--- config.mk ---
export PLATFORM = sky130hd
export DESIGN_NAME = eth_pcs_rx_block_lock
export DESIGN_NICKNAME = d
export VERILOG_FILES = /design/src/rtl/eth_pcs_params.sv /design/src/rtl/eth_pcs_ber_mon.sv /design/src/rtl/eth_pcs_rx_block_lock.sv
export SDC_FILE = /design/constraint.sdc
export NUM_CORES = 1
export LEC_CHECK = 0
export CORE_MARGIN = 4
export CORE_UTILIZATION = 45
export CTS_CLUSTER_SIZE = 28
export DETAILED_ROUTE_END_ITERATION = 6
export SYNTH_ARGS = -nofsm -noshare
export SYNTH_HDL_FRONTEND = slang
export SYNTH_SLANG_ARGS = --single-unit
--- constraint.sdc ---
create_clock -name i_rx_clk -period 2.15 [get_ports i_rx_clk]
set_clock_uncertainty 0.05 [all_clocks]
set_input_delay 0.43 -clock i_rx_clk [delete_from_list [all_inputs] [get_ports i_rx_clk]]
set_output_delay 0.43 -clock i_rx_clk [all_outputs]
set_load 0.05 [all_outputs]
--- src/rtl/eth_pcs_params.sv ---
// Shared 64b/66b PCS definitions: sync-header codes, lock FSM state type
// and the sync-header validity helper used by the receive block-lock logic.
package eth_pcs_params;

  localparam int                    W_SYNC_HDR    = 2;
  localparam logic [W_SYNC_HDR-1:0] SYNC_HDR_DATA = 2'b01;
  localparam logic [W_SYNC_HDR-1:0] SYNC_HDR_CTRL = 2'b10;

  typedef enum logic {
    TEST_SH = 1'b0,
    SLIP    = 1'b1
  } lock_state_t;

  // Only the two transition patterns are legal sync headers; 00 and 11 are errors.
  function automatic logic sync_hdr_ok(input logic [W_SYNC_HDR-1:0] hdr);
    return (hdr == SYNC_HDR_DATA) || (hdr == SYNC_HDR_CTRL);
  endfunction

endpackage

--- src/rtl/eth_pcs_ber_mon.sv ---
// High bit-error-rate monitor for the 64b/66b receive path.
// Counts headers and invalid headers over a BER_WINDOW-header window; raises
// hi_ber once BER_INVLD_MAX invalid headers are seen inside a window and drops
// it only when a whole window completes below that count. Held cleared while
// block lock is absent.
// Ports:
//   clk        in   clock
//   rst        in   async active-high reset
//   hdr_valid  in   a header is presented this cycle
//   hdr_ok     in   the presented header is a legal sync header
//   block_lock in   registered block-lock state from the lock FSM
//   hi_ber     out  high bit-error-rate flag (0 whenever block_lock is 0)
module eth_pcs_ber_mon #(
  parameter int BER_WINDOW    = 19531,
  parameter int BER_INVLD_MAX = 16
) (
  input  logic clk,
  input  logic rst,
  input  logic hdr_valid,
  input  logic hdr_ok,
  input  logic block_lock,
  output logic hi_ber
);

  localparam int WIN_W = $clog2(BER_WINDOW + 1);
  localparam int INV_W = $clog2(BER_INVLD_MAX + 1);
  localparam logic [WIN_W-1:0] WIN_LAST = WIN_W'(BER_WINDOW);
  localparam logic [INV_W-1:0] INV_LAST = INV_W'(BER_INVLD_MAX);

  logic [WIN_W-1:0] win_cnt_p1;
  logic [INV_W-1:0] inv_cnt_p1;
  logic             hi_ber_p1;

  logic [WIN_W-1:0] win_next_p0;
  logic [INV_W-1:0] inv_next_p0;

  // ---- stage p0: next-count computation for the presented header ----
  always_comb begin
    win_next_p0 = win_cnt_p1 + WIN_W'(1);
    inv_next_p0 = inv_cnt_p1;
    if (!hdr_ok && (inv_cnt_p1 != INV_LAST)) begin
      inv_next_p0 = inv_cnt_p1 + INV_W'(1);
    end
  end

  // ---- stage p1: window counters and flag ----
  always_ff @(posedge clk or posedge rst) begin
    if (rst) begin
      win_cnt_p1 <= '0;
      inv_cnt_p1 <= '0;
      hi_ber_p1  <= 1'b0;
    end else if (!block_lock) begin
      win_cnt_p1 <= '0;
      inv_cnt_p1 <= '0;
      hi_ber_p1  <= 1'b0;
    end else if (hdr_valid) begin
      if (inv_next_p0 == INV_LAST) begin
        hi_ber_p1 <= 1'b1;
      end
      if (win_next_p0 == WIN_LAST) begin
        win_cnt_p1 <= '0;
        inv_cnt_p1 <= '0;
        if (inv_next_p0 != INV_LAST) begin
          hi_ber_p1 <= 1'b0;
        end
      end else begin
        win_cnt_p1 <= win_next_p0;
        inv_cnt_p1 <= inv_next_p0;
      end
    end
  end

  assign hi_ber = hi_ber_p1 & block_lock;

endmodule

--- src/rtl/eth_pcs_rx_block_lock.sv ---
// Receive-side 64b/66b block-lock FSM. Judges each sync header from the RX
// gearbox, declares and drops block lock, and requests one-bit gearbox slips
// until block alignment is found.
// Optional feature macro: PCS_HI_BER_EN (instantiates eth_pcs_ber_mon;
// without it o_hi_ber is tied 0).
// Ports:
//   i_rx_clk     in   clock
//   i_rx_reset   in   async active-high reset
//   i_hdr_valid  in   i_hdr carries one block's sync header this cycle
//   i_hdr        in   2-bit sync header
//   o_slip       out  one-cycle pulse: gearbox shifts alignment by one bit
//   o_block_lock out  block lock achieved
//   o_hdr_err    out  pulse: the previous cycle's counted header was invalid
//   o_hi_ber     out  high bit-error-rate flag
module eth_pcs_rx_block_lock
  import eth_pcs_params::*;
#(
  parameter int SH_CNT_MAX    = 64,
  parameter int SH_INVLD_MAX  = 16,
  parameter int SLIP_WAIT     = 4,
  parameter int BER_WINDOW    = 19531,
  parameter int BER_INVLD_MAX = 16
) (
  input  logic                  i_rx_clk,
  input  logic                  i_rx_reset,
  input  logic                  i_hdr_valid,
  input  logic [W_SYNC_HDR-1:0] i_hdr,
  output logic                  o_slip,
  output logic                  o_block_lock,
  output logic                  o_hdr_err,
  output logic                  o_hi_ber
);

  localparam int SH_W   = $clog2(SH_CNT_MAX + 1);
  localparam int INV_W  = $clog2(SH_INVLD_MAX + 1);
  localparam int WAIT_W = $clog2(SLIP_WAIT + 1);
  localparam logic [SH_W-1:0]   SH_LAST   = SH_W'(SH_CNT_MAX);
  localparam logic [INV_W-1:0]  INV_LAST  = INV_W'(SH_INVLD_MAX);
  localparam logic [WAIT_W-1:0] WAIT_LAST = WAIT_W'(SLIP_WAIT - 1);

  if (SLIP_WAIT < 1) begin : g_bad_slip_wait
    $error("SLIP_WAIT must be at least 1");
  end
  if (SH_INVLD_MAX < 1 || SH_INVLD_MAX > SH_CNT_MAX) begin : g_bad_invld_max
    $error("SH_INVLD_MAX must lie in 1..SH_CNT_MAX");
  end
  if (BER_INVLD_MAX < 1 || BER_WINDOW < BER_INVLD_MAX) begin : g_bad_ber
    $error("BER_INVLD_MAX must lie in 1..BER_WINDOW");
  end

  lock_state_t       state_p1;
  logic [SH_W-1:0]   sh_cnt_p1;
  logic [INV_W-1:0]  invld_cnt_p1;
  logic [WAIT_W-1:0] wait_cnt_p1;
  logic              block_lock_p1;
  logic              slip_p1;
  logic              hdr_err_p1;

  logic              vld_p0;
  logic              hdr_ok_p0;
  logic [SH_W-1:0]   sh_next_p0;
  logic [INV_W-1:0]  invld_next_p0;

  // ---- stage p0: header judgement and next counts ----
  assign vld_p0        = i_hdr_valid;
  assign hdr_ok_p0     = sync_hdr_ok(i_hdr);
  assign sh_next_p0    = sh_cnt_p1 + SH_W'(1);
  assign invld_next_p0 = invld_cnt_p1 + INV_W'(1);

  // ---- stage p1: lock FSM and registered outputs ----
  always_ff @(posedge i_rx_clk or posedge i_rx_reset) begin
    if (i_rx_reset) begin
      state_p1      <= TEST_SH;
      sh_cnt_p1     <= '0;
      invld_cnt_p1  <= '0;
      wait_cnt_p1   <= '0;
      block_lock_p1 <= 1'b0;
      slip_p1       <= 1'b0;
      hdr_err_p1    <= 1'b0;
    end else begin
      slip_p1    <= 1'b0;
      hdr_err_p1 <= 1'b0;
      case (state_p1)
        TEST_SH: begin
          if (vld_p0) begin
            if (hdr_ok_p0) begin
              if (sh_next_p0 == SH_LAST) begin
                sh_cnt_p1    <= '0;
                invld_cnt_p1 <= '0;
                if (invld_cnt_p1 == '0) begin
                  block_lock_p1 <= 1'b1;
                end
              end else begin
                sh_cnt_p1 <= sh_next_p0;
              end
            end else begin
              hdr_err_p1 <= 1'b1;
              // Slip takes priority over a coincident window end.
              if (!block_lock_p1 || (invld_next_p0 == INV_LAST)) begin
                state_p1      <= SLIP;
                block_lock_p1 <= 1'b0;
                slip_p1       <= 1'b1;
                sh_cnt_p1     <= '0;
                invld_cnt_p1  <= '0;
                wait_cnt_p1   <= '0;
              end else if (sh_next_p0 == SH_LAST) begin
                sh_cnt_p1    <= '0;
                invld_cnt_p1 <= '0;
              end else begin
                sh_cnt_p1    <= sh_next_p0;
                invld_cnt_p1 <= invld_next_p0;
              end
            end
          end
        end
        SLIP: begin
          if (wait_cnt_p1 == WAIT_LAST) begin
            state_p1     <= TEST_SH;
            wait_cnt_p1  <= '0;
            sh_cnt_p1    <= '0;
            invld_cnt_p1 <= '0;
          end else begin
            wait_cnt_p1 <= wait_cnt_p1 + WAIT_W'(1);
          end
        end
      endcase
    end
  end

  assign o_slip       = slip_p1;
  assign o_block_lock = block_lock_p1;
  assign o_hdr_err    = hdr_err_p1;

`ifdef PCS_HI_BER_EN
  eth_pcs_ber_mon #(
    .BER_WINDOW    (BER_WINDOW),
    .BER_INVLD_MAX (BER_INVLD_MAX)
  ) u_ber_mon (
    .clk        (i_rx_clk),
    .rst        (i_rx_reset),
    .hdr_valid  (vld_p0),
    .hdr_ok     (hdr_ok_p0),
    .block_lock (block_lock_p1),
    .hi_ber     (o_hi_ber)
  );
`else
  assign o_hi_ber = 1'b0;
`endif

endmodule

==> flow_summary.json, run 1 <==
{
  "fp-row-count": 17,
  "cp-start-kind": "flip-flop",
  "crit_type": "flip-flop to output pin",
  "rr_worst_depth": 5,
  "io_buffers": 7,
  "cpMaxStageDelayCell": "clkdlybuf4s50_1",
  "report.final.slew_viol_count": 0,
  "finalCritPeriodShare_pct": 93.55,
  "maxCapViolations": 0,
  "critPathMaxFanout": 5,
  "viasPerCell": 5.437,
  "cts_sinks": 19,
  "post-route-cell-area_sq_um": 1299,
  "synth-edff-count": 0,
  "wl_mm": 2.102,
  "root_buffer": "clkbuf_4",
  "grt_max_degree": 20,
  "endpoint_kind": "output pin",
  "worst_slack_ps": 138.6,
  "critPathBufInv": 1,
  "cts_tree": "done",
  "synth_top_family_by_area": "compound AO/OA/AOI/OAI gates",
  "core_sq_um": 2297,
  "synth_warnings": 0,
  "busiest_layer": "met1",
  "place.gp.congestion": 0.7468,
  "die_y_microns": 57.86,
  "fmax_mhz": 497.2,
  "cpPeakStageDelay_ps": 820,
  "avgSynthCellArea_sq_um": 9.899,
  "cp_cell_sequence": "clkdlybuf4s50_1",
  "r2r_end": "invld_cnt_p1[3]",
  "arrival_ps": 1530,
  "die-area_sq_um": 3347,
  "yosys.area_share.simple_pct": 19.13,
  "clk_latency_ps": 300,
  "post_synth_inst_count": 113,
  "setup_violations": 0,
  "synth-seq-cells": 19,
  "synthArstFlopShare_pct": 100.0,
  "grtUsageTotal_pct": 13.82,
  "holdWs_ps": 372.8,
  "worst_pin_slew_ps": 629.9,
  "die_x_microns": 57.86,
  "cts.path.max_buffers": 2,
  "synthMuxAreaShare_pct": 1.790,
  "drtIter0Drc": 14,
  "min_path_type": "primary input to asynchronous set/reset pin",
  "status": "finished, final reports clean",
  "antennaDiodeCount": 0,
  "antenna_found_initial": 0,
  "cts_resized": 0,
  "synth_xor_area_share_pct": 4.810,
  "layout.nets": 140,
  "rrSetupSlack_ps": 300,
  "placed_area_sq_um": 1272,
  "clk_pin_slew_ps": 110,
  "post-cts-setup-buffers": 0,
  "hold_violations": 0,
  "place_ws_ps": -47.05,
  "syn_nets": 122,
  "synth_fa_ha_area_share_pct": 4.474,
  "synth_ff_type": "dfrtp_1",
  "cp.required_ps": 1670,
  "min_period_ps": 2011,
  "area_delta_synth_final_pct": 16.11,
  "reg2reg_from": "invld_cnt_p1[0]",
  "leakagePower_uw": 0.0005505,
  "cts-htree-levels": 1,
  "seq_area_frac_synth_pct": 42.51,
  "synth-compound-area-share_pct": 23.27,
  "drc": 0,
  "max-slew-margin-rel_pct": 57.85,
  "wl_per_cell_microns": 13.30,
  "grt_util_met1_pct": 20.06,
  "ant_nets": 0,
  "postCtsHoldBufs": 0,
  "power_density_nw_per_um2": 775.6,
  "use_met3_pct": 2.004,
  "cts_buffers": 3,
  "grt_overflow": 0,
  "peakVddDrop_mv": 0.4672,
  "synth.distinct_cells": 46,
  "via_count": 859,
  "ios": 9,
  "dp_hpwl_mm": 1.502,
  "grt_pass1_wl_mm": 3.601,
  "cpLargestDelayFamily": "buffers and inverters",
  "fill_cells": 213,
  "grt_pass1_vias": 790,
  "start_util_pct": 48.69,
  "detail_route.first_pass.iterations": 4,
  "rsz0062_at_grt": "no",
  "drive_gt1_share_pct": 16.15,
  "synth_area_sq_um": 1119,
  "use_met2_pct": 19.84
}
## power breakdown
part / total (uW) / switching [uW] / internal, uW
logic: 332 / 183 / 149
registers: 485 / 70.9 / 414
clock network: 190 / 118 / 72.4
total: 1010 / 371 / 636
## final cells by class
type / count / area [sq um] / area share (%)
Timing Repair Buffer: 15 / 130.1 / 10.02
Sequential cell: 19 / 475.5 / 36.61
Clock buffer: 4 / 26.28 / 2.023
Tap cell: 28 / 35.03 / 2.697
Multi-Input combinational cell: 84 / 601.8 / 46.34
Inverter: 8 / 30.03 / 2.312
## cell usage in the layout, fill, tap and decap left out, types with 4 or more instances in the layout
| cell type | synthesis | final |
|---|---|---|
| a21oi_1 | 4 | 4 |
| nand2b_1 | 4 | 4 |
| dfrtp_1 | 19 | 19 |
| buf_4 | 1 | 8 |
| nand2_1 | 11 | 11 |
| nand3_1 | 6 | 6 |
| clkdlybuf4s50_1 | 0 | 7 |
| o21ai_0 | 6 | 6 |
| nor2_1 | 5 | 5 |
| inv_1 | 8 | 8 |
| ha_1 | 4 | 4 |
## worst min-delay path: cells and delay by family
family,cells,cell delay (ps)
buf+inv,3,690
## kinds of logic (layout without fill, tap and decap cells)
logic type | count (synthesis) | count (layout)
buffers and inverters | 10 | 27
AOI/OAI and AO/OA | 33 | 33
xor gates and xnor gates | 4 | 4
and+or+nand+nor | 40 | 40
muxes | 2 | 2
DFF | 19 | 19
other | 1 | 1
adders and majority gates | 4 | 4
## sequential cells by signal, indices dropped and copies added, names as in the netlist
name / count
o_block_lock: 1
o_hdr_err: 1
state_p1: 1
sh_cnt_p1: 7
o_slip: 1
invld_cnt_p1: 5
wait_cnt_p1: 3
## metrics by stage
stage	utilization, %	power [uW]	TNS [ps]	cells
after floorplan	-	715.1	0	113
after global placement	55.39	820.6	-7.519	154
after detailed placement	55.39	825.1	-87.90	154
after CTS	56.54	1019	0	158
after global routing	56.54	1090	0	158
final	56.54	1007	0	158
## layer usage
layer  vias up  part of all wire [%]
li1        444                     -
met1       403                    53
met2         8                    43
met3         4                   1.8
met4         0                   1.3
met5         -                     0
## worst max-delay path by stage
| stage | startpoint | end | slack [ps] | cells after the start |
|---|---|---|---|---|
| 2_1_floorplan | invld_cnt_p1[0] | invld_cnt_p1[3] | 410 | 6 |
| 3_3_place_gp | i_hdr[1] | invld_cnt_p1[3] | -8 | 6 |
| 3_5_place_dp | i_hdr[1] | invld_cnt_p1[3] | -50 | 6 |
| 4_1_cts | o_block_lock | o_block_lock | 120 | 1 |
| 5_1_grt | o_block_lock | o_block_lock | 60 | 1 |
| 6_report | o_block_lock | o_block_lock | 140 | 1 |
## cell usage after synthesis, types with 2 or more instances
master	n	share of area, %
a32o_1	2	1.8
inv_1	8	2.7
nor2_1	5	1.7
a21oi_1	4	1.8
nor4_1	2	1.1
ha_1	4	4.5
nand2b_1	4	2.2
mux2i_1	2	1.8
a22o_1	2	1.6
nor2b_1	2	1.1
a31oi_1	3	1.7
dfrtp_1	19	43
o22ai_1	2	1.1
o21ai_0	6	2.7
xnor2_1	2	1.6
nand2_1	11	3.7
nand3_1	6	2.7
No activity file was read; power rests on OpenSTA's default activity.
==> inputs of run 2 (changes only) <==
Settings changed: ABC_AREA from default to 1, SYNTH_HIERARCHICAL from default to 1.
==> flow_summary.json, run 2 <==
{
  "post_synth_inst_count": 164,
  "critPathMaxFanout": 4,
  "cts_tree": "done",
  "die-area_sq_um": 3624,
  "grt_overflow": 0,
  "seq_area_frac_synth_pct": 38.78,
  "cp_cell_sequence": "clkdlybuf4s50_1",
  "cp-start-kind": "flip-flop",
  "final_cell_mix": "47 x nand2_1, 25 x inv_1, 19 x dfrtp_1, 13 x nand3_1, 12 x nor2_1",
  "cts_buffers": 3,
  "hold_violations": 0,
  "cts-htree-levels": 1,
  "seqPwrFrac_pct": 49.6,
  "detail_route.first_pass.iterations": 4,
  "synth.top_cell.area_share_pct": 38.78,
  "comb_power_share_pct": 32.3,
  "ant_nets": 0,
  "final_common_cell": "nand2_1",
  "synth_area_leaders": "dfrtp_1 39%, nand2_1 14%, inv_1 7.7%, nand3_1 5.3%, ha_1 4.1%",
  "antennaDiodeCount": 0,
  "largest_reg_flops": 7,
  "fmax_mhz": 494.4,
  "finalCritPeriodShare_pct": 94.08,
  "post-cts-setup-buffers": 0,
  "synth_ff_type": "dfrtp_1",
  "fp-row-count": 18,
  "ios": 9,
  "cts_resized": 0,
  "dp_hpwl_mm": 1.728,
  "switching_share_pct": 39.34,
  "critPathBufInv": 1,
  "intPower_uw": 592.2,
  "syn_nets": 173,
  "leakagePower_uw": 0.0006672,
  "utilization_pct": 53.00,
  "grtUsageTotal_pct": 14.65,
  "min_period_ps": 2023,
  "synth_warnings": 6,
  "peakVddDrop_mv": 0.6370,
  "arrival_ps": 1540,
  "power_density_nw_per_um2": 723.8,
  "area_delta_synth_final_pct": 10.00,
  "avgSynthCellArea_sq_um": 7.477,
  "core_sq_um": 2545,
  "net-switching-power_uw": 384.1,
  "postCtsHoldBufs": 0,
  "ys_top_cells_by_count": "47 x nand2_1, 25 x inv_1, 19 x dfrtp_1",
  "report.final.slew_viol_count": 0,
  "cts_sinks": 19,
  "crit_type": "flip-flop to output pin",
  "drtIter0Drc": 42,
  "layout.nets": 184,
  "status": "finished, final reports clean",
  "start_util_pct": 48.18,
  "root_buffer": "clkbuf_4",
  "synth.distinct_cells": 30,
  "cpLargestDelayFamily": "buffers and inverters",
  "clk_pin_slew_ps": 100,
  "viasPerCell": 5.025,
  "p_clk_share_pct": 18.1,
  "via_count": 1025,
  "synthArstFlopShare_pct": 100.0,
  "reg_top3": "sh_cnt_p1 (7), invld_cnt_p1 (5), wait_cnt_p1 (3)",
  "setup_tns_ps": 0,
  "grt_pass1_wl_mm": 4.071,
  "cpPeakStageDelay_ps": 830,
  "grt_pass1_vias": 921,
  "synth-edff-count": 0,
  "place.gp.congestion": 0.8406,
  "wl_mm": 2.300,
  "max-slew-margin-rel_pct": 66.80,
  "cp.required_ps": 1670,
  "synth-seq-cells": 19,
  "synth_most_common_cell": "nand2_1",
  "maxCapViolations": 0,
  "drc": 0,
  "wl_per_cell_microns": 11.27,
  "grt_max_degree": 20,
  "yosys.area.top_type": "dfrtp_1",
  "io_buffers": 7,
  "endpoint_kind": "output pin",
  "rsz0062_at_grt": "no",
  "setup_violations": 0,
  "drive_gt1_share_pct": 12.07,
  "cpMaxStageDelayCell": "clkdlybuf4s50_1",
  "min_path_type": "primary input to asynchronous set/reset pin",
  "top_register": "sh_cnt_p1",
  "synth_area_sq_um": 1226,
  "clk_latency_ps": 290,
  "antenna_found_initial": 0,
  "die_x_microns": 60.20,
  "die_y_microns": 60.20,
  "cts.path.max_buffers": 2,
  "fill_cells": 249,
  "worst_pin_slew_ps": 496.5
}
[run 2: cell count changes after synthesis, sizes merged, moves of 3 or more]
cell,previous run,this run
a21oi,4,1
inv,8,26
nand2,12,54
nand2b,4,0
nand3,7,17
nand4,0,7
nor2,5,16
o21ai,7,4
[run 2: area by class of cell]
| type | count | area, sq um | area share [%] |
|---|---|---|---|
| Clock buffer | 4 | 26.28 | 1.948 |
| Inverter | 28 | 106.4 | 7.885 |
| Multi-Input combinational cell | 115 | 625.6 | 46.38 |
| Sequential cell | 19 | 475.5 | 35.25 |
| Tap cell | 30 | 37.54 | 2.783 |
| Timing Repair Buffer | 8 | 77.57 | 5.751 |
[run 2: path summary, 6_finish.rpt]
check,from,end,slack [ps],cells past startpoint
worst max register to register,sh_cnt_p1[0],invld_cnt_p1[0],320,11
worst min-delay path,i_rx_reset,sh_cnt_p1[3],390,3
worst min register to register,wait_cnt_p1[1],wait_cnt_p1[1],450,2
max in group asynchronous,i_rx_reset,wait_cnt_p1[2],1450,3
min in group i_rx_clk,wait_cnt_p1[1],wait_cnt_p1[1],450,2
worst max-delay path,o_block_lock,o_block_lock,130,1
[run 2: layer usage]
layer / vias up / track usage (%) / share of wire (%)
met5: - / 0 / 0
met3: 2 / 3.888 / 4.0
met4: 0 / 3.797 / 0.91
li1: 539 / - / -
met1: 467 / 19.44 / 51
met2: 17 / 23.46 / 44
[run 2: cells by family (layout without fill, tap and decap cells)]
logic type / count (synthesis) / count (layout) / share of synthesized area [%]
AO/OA/AOI/OAI: 11 / 11 / 5.203
XOR/XNOR: 1 / 1 / 0.7144
adder cells (fa/ha/maj): 4 / 4 / 4.082
buffers and inverters: 30 / 40 / 10.20
flip-flops: 19 / 19 / 38.78
other: 1 / 1 / 0.3058
AND/OR/NAND/NOR: 98 / 98 / 40.71
[run 2: stage by stage]
stage / cells / area (sq um) / hold slack (ps) / setup slack (ps) / power [uW]
floorplan: 164 / 1226 / 331.1 / 538.6 / 736.5
global placement: 200 / 1323 / 411.7 / 175.7 / 799.0
detailed placement: 200 / 1323 / 426.6 / 170.4 / 805.7
CTS: 204 / 1349 / 397.8 / 116.2 / 986.4
global route: 204 / 1349 / 402.3 / 73.37 / 1052
finish: 204 / 1349 / 394.7 / 127.4 / 976.3
[run 2: power by group through the flow]
| stage | clock, uW | combinational, uW | sequential, uW |
|---|---|---|---|
| global route | 201 | 357 | 494 |
| detailed placement | 0 | 317 | 489 |
| floorplan | 0 | 257 | 479 |
| finish | 177 | 315 | 484 |
| CTS | 185 | 319 | 483 |
| global placement | 0 | 313 | 486 |
